`src/rtl/bullet_target_pkg.sv`:
```
`default_nettype none
// ============================================================================
// Module   : bullet_target_pkg
// Brief    : Shared game constants and target state encoding
// Revision : 1.0 - initial release
// ============================================================================
package bullet_target_pkg;

  localparam int H_ACTIVE = 1024;
  localparam int V_ACTIVE = 768;
  localparam int COORD_W  = 11;

  typedef enum logic [1:0] {
    ALIVE = 2'd0,
    FLASH = 2'd1,
    DEAD  = 2'd2
  } state_t;

endpackage
`default_nettype wire

```
`src/rtl/bullet_target_box_overlap.sv`:
```
`default_nettype none
// ============================================================================
// Module   : bullet_target_box_overlap
// Brief    : Combinational 12-bit half-open AABB overlap test (box A vs box B)
// Revision : 1.0 - initial release
// ============================================================================
module bullet_target_box_overlap #(
  parameter int A_W = 1,
  parameter int A_H = 1,
  parameter int B_W = 1,
  parameter int B_H = 1
) (
  input  logic [11:0] ax,
  input  logic [11:0] ay,
  input  logic [11:0] bx,
  input  logic [11:0] by,
  output logic        overlap
);

  // 12-bit sums leave headroom above the 11-bit coordinates, so no wrap.
  assign overlap = (ax < bx + 12'(B_W)) && (ax + 12'(A_W) > bx) &&
                   (ay < by + 12'(B_H)) && (ay + 12'(A_H) > by);

endmodule
`default_nettype wire

```
`src/rtl/bullet_target.sv`:
```
`default_nettype none
// ============================================================================
// Module   : bullet_target
// Brief    : Patrolling target sprite: collision, hit points, flash, death,
//            respawn and registered pixel enable
// Revision : 1.0 - initial release
// ============================================================================
module bullet_target
  import bullet_target_pkg::*;
#(
  parameter logic [10:0] TX            = 11'd800,
  parameter int          TW            = 16,
  parameter int          TH            = 32,
  parameter int          BW            = 4,
  parameter logic [10:0] Y_MIN         = 11'd40,
  parameter logic [10:0] Y_MAX         = 11'd440,
  parameter int          STEP          = 2,
  parameter int          HP            = 3,
  parameter int          FLASH_TICKS   = 8,
  parameter int          RESPAWN_TICKS = 60
) (
  input  logic               clk,
  input  logic               rst,
  input  logic [COORD_W-1:0] x,
  input  logic [COORD_W-1:0] y,
  input  logic [COORD_W-1:0] bx,
  input  logic [COORD_W-1:0] by,
  input  logic               bvalid,
  input  logic               timer,
  output logic               target,
  output logic               hit,
  output logic [2:0]         hp_left,
  output logic               destroyed
);

  localparam int CNT_MAX = (RESPAWN_TICKS > FLASH_TICKS) ? RESPAWN_TICKS : FLASH_TICKS;
  localparam int CNT_W   = (CNT_MAX > 2) ? $clog2(CNT_MAX) : 1;

  state_t               r_state;
  logic [COORD_W-1:0]   r_ty;
  logic                 r_dir_up;
  logic [CNT_W-1:0]     r_cnt;
  logic [2:0]           r_hp;
  logic                 r_hit;
  logic                 r_target;

  logic [11:0]          w_ty;
  logic [11:0]          w_step;
  logic                 w_hit_ov;
  logic                 w_in_box;

  assign w_ty   = {1'b0, r_ty};
  assign w_step = 12'(STEP);

  // Bullet square against the target box.
  bullet_target_box_overlap #(
    .A_W (BW),
    .A_H (BW),
    .B_W (TW),
    .B_H (TH)
  ) u_hit_ov (
    .ax      ({1'b0, bx}),
    .ay      ({1'b0, by}),
    .bx      ({1'b0, TX}),
    .by      (w_ty),
    .overlap (w_hit_ov)
  );

  // Scan position as a 1x1 box against the target box gives in_box.
  bullet_target_box_overlap #(
    .A_W (1),
    .A_H (1),
    .B_W (TW),
    .B_H (TH)
  ) u_in_box (
    .ax      ({1'b0, x}),
    .ay      ({1'b0, y}),
    .bx      ({1'b0, TX}),
    .by      (w_ty),
    .overlap (w_in_box)
  );

  // Target state machine, patrol, hit points and registered pixel enable.
  always_ff @(posedge clk) begin
    if (rst) begin
      r_state  <= ALIVE;
      r_ty     <= Y_MIN;
      r_dir_up <= 1'b0;
      r_cnt    <= '0;
      r_hp     <= 3'(HP);
      r_hit    <= 1'b0;
      r_target <= 1'b0;
    end else begin
      r_hit    <= 1'b0;
      r_target <= w_in_box && ((r_state == ALIVE) || ((r_state == FLASH) && !r_cnt[0]));
      case (r_state)
        ALIVE: begin
          if (bvalid && w_hit_ov) begin
            // A hit takes priority over a coincident movement tick.
            r_hit   <= 1'b1;
            r_hp    <= r_hp - 3'd1;
            r_cnt   <= '0;
            r_state <= FLASH;
          end else if (timer) begin
            if (!r_dir_up) begin
              if (w_ty + w_step > {1'b0, Y_MAX}) begin
                r_ty     <= Y_MAX;
                r_dir_up <= 1'b1;
              end else begin
                r_ty <= r_ty + 11'(STEP);
              end
            end else begin
              if (w_ty < {1'b0, Y_MIN} + w_step) begin
                r_ty     <= Y_MIN;
                r_dir_up <= 1'b0;
              end else begin
                r_ty <= r_ty - 11'(STEP);
              end
            end
          end
        end
        FLASH: begin
          if (timer) begin
            if (r_cnt == CNT_W'(FLASH_TICKS - 1)) begin
              r_cnt   <= '0;
              r_state <= (r_hp == 3'd0) ? DEAD : ALIVE;
            end else begin
              r_cnt <= r_cnt + CNT_W'(1);
            end
          end
        end
        DEAD: begin
          if (timer) begin
            if (r_cnt == CNT_W'(RESPAWN_TICKS - 1)) begin
              r_cnt    <= '0;
              r_state  <= ALIVE;
              r_hp     <= 3'(HP);
              r_ty     <= Y_MIN;
              r_dir_up <= 1'b0;
            end else begin
              r_cnt <= r_cnt + CNT_W'(1);
            end
          end
        end
        default: r_state <= ALIVE;
      endcase
    end
  end

  assign target    = r_target;
  assign hit       = r_hit;
  assign hp_left   = r_hp;
  assign destroyed = (r_state == DEAD);

endmodule
`default_nettype wire

```
`config.mk`:
```
export PLATFORM = sky130hd
export DESIGN_NAME = bullet_target
export DESIGN_NICKNAME = d
export VERILOG_FILES = /design/src/rtl/bullet_target_pkg.sv /design/src/rtl/bullet_target_box_overlap.sv /design/src/rtl/bullet_target.sv
export SDC_FILE = /design/constraint.sdc
export NUM_CORES = 1
export LEC_CHECK = 0
export CORE_ASPECT_RATIO = 1.2
export CORE_MARGIN = 8
export CORE_UTILIZATION = 50
export CTS_CLUSTER_SIZE = 24
export DETAILED_ROUTE_END_ITERATION = 7
export PLACE_DENSITY = 0.76
export REMOVE_ABC_BUFFERS = 1
export SLEW_MARGIN = 20
export SYNTH_ARGS = -nofsm -noshare
export SYNTH_HDL_FRONTEND = slang
export SYNTH_SLANG_ARGS = --single-unit
```
`constraint.sdc`:
```
create_clock -name clk -period 6.9 [get_ports clk]
set_input_delay 1.725 -clock clk [delete_from_list [all_inputs] [get_ports clk]]
set_output_delay 1.725 -clock clk [all_outputs]
set_load 0.05 [all_outputs]
```
======== Word-level counts from Yosys, hierarchy flattened ========
Cells that the tools add are included.
cells by class
  $lt $le $gt $ge ......................... 10
  add/sub/neg operators ................... 10
  mux-type cells .......................... 34
  equality and inequality tests ........... 11
  bitwise logic cells ..................... 1
  reduce and logical (&&, ||, !) cells .... 20
operator list
  operator               number
  $mux 11                7
  $mux 6                 5
  $add 11x1->12 const B  2
  $add 11x3->12 const B  2
  $gt 12x10->1 const B   2
  $gt 12x11->1           2
  $lt 11x12->1           2
  $lt 11x10->1 const B   2
  $pmux 11 s2            1
  $pmux 6 s3             1
  $add 11x2->12 const B  1
  $add 11x6->12 const B  1
  $gt 12x9->1 const B    1
  $mux 2                 6
  $add 11x2->11 const B  1
  $lt 11x6->1 const B    1
  $sub 11x2->11 const B  1
  $reduce_and 5->1       2
  $logic_and 1x1->1      9
  $mux 3                 3
  $mux 1                 8
  $ne 2x2->1 const B     4
  $reduce_and 4->1       2
  $add 6x1->6 const B    1
  17 further kinds       19
word-level totals
  bits in registers ....................... 25
  bits of input ports ..................... 48
  output and inout port bits .............. 6

======== Logic depth before layout (Yosys ltp) ========
  word-level depth ........................ 8
  gate-level depth with buffers ........... 13
  depth with buffers taken out ............ 11

======== Modules after synthesis ========
From an unflattened synthesis, not the netlist that was laid out.
second synthesis, totals
  cells, all modules ...................... 640
  area total of the unflattened synthesis .. 4,972.3 um^2
by module, submodules not included
  module                                 sequential area each (um^2)  area each (um^2)  instances  cells an instance
  bullet_target                          480.5                        1,824.2           1          225
  bullet_target_box_overlap at u_in_box  0.0                          1,639.1           1          215
  bullet_target_box_overlap at u_hit_ov  0.0                          1,508.9           1          200

======== Worst setup path before layout ========
OpenSTA, ideal clock, no wires.
  path kind ............................... input to register
  from .................................... in by[4]
  to ...................................... reg r_cnt[2]
  path buffers ............................ 0
  slack ................................... 2.802 ns
  arrival time ............................ 4.028 ns
  required time ........................... 6.830 ns
  setup time .............................. 0.070 ns
  stages .................................. 11
  path through ............................ and4_1 and4_1 xor2_1 ha_1 nand4_1 o21ai_1 a221oi_2 o31ai_4 a21oi_4 or4_1 a21oi_1
on the way
  word-level cells in the longest chain between the ends .. 6
  elaborated cells on any way between the ends .. 8
  those cells by class .................... 1 x add/sub; 2 x order compare; 1 x eq/ne; 4 x reduce/logical
RTL lines
  element                                                   line                                                              text
  start, declared                                           bullet_target.sv:27                                               input logic [COORD_W-1:0] by,
  $add 11x3->12 / $lt 11x12->1 (equally long branches)      bullet_target_box_overlap.sv:22                                   (ay < by + 12'(B_H)) && (ay + 12'(A_H) > by);
  $gt 12x11->1 / $logic_and 1x1->1 (equally long branches)  bullet_target_box_overlap.sv:22, bullet_target_box_overlap.sv:21
  $logic_and 1x1->1 (*)                                     bullet_target_box_overlap.sv:22
  $logic_and 1x1->1 (*)                                     bullet_target.sv:98                                               if (bvalid && w_hit_ov) begin
  $ne 2x1->1 (no source line) (*)                           -
  $reduce_and 4->1 (no source line) (*)                     -
  end signal, assigned                                      bullet_target.sv:128                                              r_cnt <= r_cnt + CNT_W'(1);
  end signal, assigned                                      bullet_target.sv:141                                              r_cnt <= r_cnt + CNT_W'(1);
  end, declared                                             bullet_target.sv:42                                               logic [CNT_W-1:0] r_cnt;
Every way passes the cells marked *; elsewhere a longest branch is shown, timed or not.
A chain may end at the register's enable or synchronous reset.

======== Worst setup path after layout ========
  from .................................... in by[4]
  to ...................................... reg r_ty[8]
on the way
  word-level cells in the longest chain between the ends .. 6
  elaborated cells on any way between the ends .. 8
  those cells by class .................... 1 x add/sub; 2 x order compare; 1 x eq/ne; 4 x reduce/logical
RTL lines
  element                                                   line                                                              text
  $add 11x3->12 / $lt 11x12->1 (equally long branches)      bullet_target_box_overlap.sv:22
  $gt 12x11->1 / $logic_and 1x1->1 (equally long branches)  bullet_target_box_overlap.sv:22, bullet_target_box_overlap.sv:21
  $logic_and 1x1->1 (*)                                     bullet_target_box_overlap.sv:22
  $logic_and 1x1->1 (*)                                     bullet_target.sv:98
  $ne 2x2->1 (no source line) (*)                           -
  $reduce_and 5->1 (no source line) (*)                     -
  end signal, assigned                                      bullet_target.sv:110                                              r_ty <= r_ty + 11'(STEP);
  end signal, assigned                                      bullet_target.sv:117                                              r_ty <= r_ty - 11'(STEP);
  end, declared                                             bullet_target.sv:40                                               logic [COORD_W-1:0] r_ty;
Marked as above.

==> results.ini <==
[power]
power_density_nw_per_um2=100
p_switching_uw=102
peakVddDrop_mv=0.0705
leakage_uw=0.00148
combPwrFrac_pct=28.1
clkPwrFrac_pct=33.8
seq_power_share_pct=38.1
p_int_uw=272
swShare_pct=27.3

[critical_path]
end_kind=register
critical_path_class=input pin to register
crit_fanout=21
start_kind=input pin
required_ns=7.07
crit_arrival_ns=4.86

[floorplan]
num_rows=31
ios=54
die_w_um=88.2
fp.dieH_um=103
start_util_pct=51.7
die_area_um2=9050
core-area_um2=6050

[drt]
via_per_inst=6.15
routedWlPerCell_um=16.6
drt-pass1-iter-count=4
drt-total-wl_um=8600
final_antenna_net_count=0
vias=3182
drtIter0Drc=110
drc=0

[placement]
place_ws_ns=2.00
place_congestion=0.907
port_buffers=49
dpl-instance-area_um2=3660
dp_hpwl_um=6850

[timing]
drv_slew=0
holdWs_ns=0.476
worst_slew_pin_slew_ns=0.614
slew_headroom_pct=59.0
finClkSkew_ns=0.00800
fmax_mhz=213
fin_crit_sh_pct=68.1
finalWorstPathRequiredPeriod_ns=4.70
fin_tns_setup_ns=0
hold_viol_final=0
finalSetupViolations=0
worst_slack_ns=2.20
rsz0062_at_grt=false

[synth]
synth-edff-count=0
avgSynthCellArea_um2=7.92
synth_seq_area_share_pct=15.4
async_reset_ff_share_pct=0
netlist_instances=395
synth_area_um2=3130
ys_ff_latch=24
synth-main-ff-cell=dfxtp_1
yosysUniqueCellTypes=67
synth-warning-count=0

[clock_network]
cts_setup_buffers=0
cts_num_sinks=24
cts_buffer_depth=2
cts_root_buf=clkbuf_8
cts.clk_slew.worst_paths_ns=0.09
htree_num_levels=1
clk_latency_ns=0.27
cts_resized=0
numCtsBuffers=3
tritoncts=done
ctsHoldBuffers=0

[global_routing]
grt_use_total_pct=19.3
grt_max_degree=28
grt_pass1_wl_um=14200
grt_pass1_vias=3133
grt-ovfl-total=0
antenna_found_initial=0

[layout]
fill_cells=577
final_nets=537
num_antenna_cells=0
design_area_um2=3730
drive_gt1_share_pct=6.21
utilization_pct=61.6
syn_to_final_growth_pct=19.2

[outcome]
status=finished, final reports clean

[run]
drv_cap=0

[min_path]
hold_path_class=register to register

-- path summary, 6_finish.rpt --
check,from,endpoint,slack [ns],cells past startpoint
min reg2reg,r_cnt[1]$_SDFFE_PP0P_,r_cnt[1]$_SDFFE_PP0P_,0.48,2
max,by[4],r_ty[8]$_SDFFE_PP0P_,2.20,13
min,r_cnt[1]$_SDFFE_PP0P_,r_cnt[1]$_SDFFE_PP0P_,0.48,2
max reg2reg,r_ty[5]$_SDFFE_PP1P_,r_cnt[3]$_SDFFE_PP0P_,3.55,10
-- per-stage QoR --
stage	cells	total power, uW
CTS	517	377
global route	517	393
global placement	513	247
detailed placement	513	250
finish	517	374
floorplan	380	201
-- synthesized netlist by cell type (3+ instances only) --
master	number	area share (%)
nand3_1	25	4.0
o21ai_0	19	3.0
o31ai_1	3	0.72
o21a_1	6	1.4
nand4_1	8	1.6
or4_1	4	0.96
nor3_1	11	1.8
xnor2_1	21	5.9
a221oi_1	4	1.1
o21ai_1	4	0.64
nor2b_1	3	0.60
dfxtp_1	24	15
or2_2	3	0.60
or3_1	5	1.0
a31oi_1	5	1.0
and3_1	9	1.8
nand2_1	30	3.6
o211ai_1	3	0.72
nand2b_1	3	0.60
nor2_1	25	3.0
inv_1	24	2.9
and4_1	5	1.4
buf_2	6	0.96
ha_1	53	21
mux2i_1	3	0.96
o22ai_1	3	0.60
a21oi_1	19	3.0
a21boi_0	3	0.72
xor2_1	6	1.7
clkbuf_1	6	0.72
a21o_1	5	1.2
-- power groups by stage --
stage               Sequential (uW)  Clock [uW]  Combinational (uW)
floorplan                       145           0                56.1
global placement                146           0                 101
detailed placement              146           0                 105
CTS                             142         130                 105
global route                    143         133                 117
finish                          142         126                 105
-- flip-flops by register name, indices dropped and copies added (netlist names) --
signal	count
r_cnt	6
hit	1
r_state	2
target	1
r_ty	10
r_dir_up	1
hp_left	3
-- worst max-delay path, stage by stage --
cell and delay, ns:
clkdlybuf4s50_1 0.59, and4_1 0.26, and4_1 0.25, xor2_1 0.16, ha_1 0.27, nand4_1 0.15, nor2_1 0.08, a221oi_2 0.34
o31ai_4 0.16, a31oi_1 0.19, buf_4 0.26, o21ai_1 0.12, a221oi_1 0.32
-- logic make-up after synthesis --
| family | count (synthesis) | share of synthesized area, % |
|---|---|---|
| and+or+nand+nor | 145 | 24.9 |
| AOI/OAI and AO/OA | 104 | 24.6 |
| adders and majority gates | 53 | 21.2 |
| buffers and inverters | 39 | 5.40 |
| xor gates and xnor gates | 27 | 7.56 |
| DFF | 24 | 15.4 |
| muxes | 3 | 0.960 |
-- placed cells by master, fill, tap and decap left out, drive strengths merged, types with 4 or more instances in the layout --
cell type      count
dfxtp             24
and3               9
or4                4
nor3              12
nand2             32
o21a               6
a221oi             6
and4               6
o21ai             23
nand4              9
a31oi              5
a21oi             20
xnor2             21
inv               24
o31ai              4
xor2               6
clkdlybuf4s50     49
a21boi             4
or3                6
nand3             25
a21o               5
or2                4
nor2              25
a211oi             4
ha                53
-- final cells by class --
class	instances	area [um^2]	share of cell area, %
Clock buffer	3	41.3	1.11
Clock inverter	1	30.0	0.806
Inverter	24	90.1	2.42
Multi-Input combinational cell	332	2480	66.5
Sequential cell	24	480	12.9
Tap cell	82	103	2.75
Timing Repair Buffer	51	505	13.6
-- routing by layer --
metal / global-route usage (%) / part of all wire, %
met5: 0 / 0
met4: 7.69 / 2.2
met3: 2.55 / 5.1
met2: 34.8 / 51
met1: 22.0 / 41
Power figures use the tool's default switching activity.
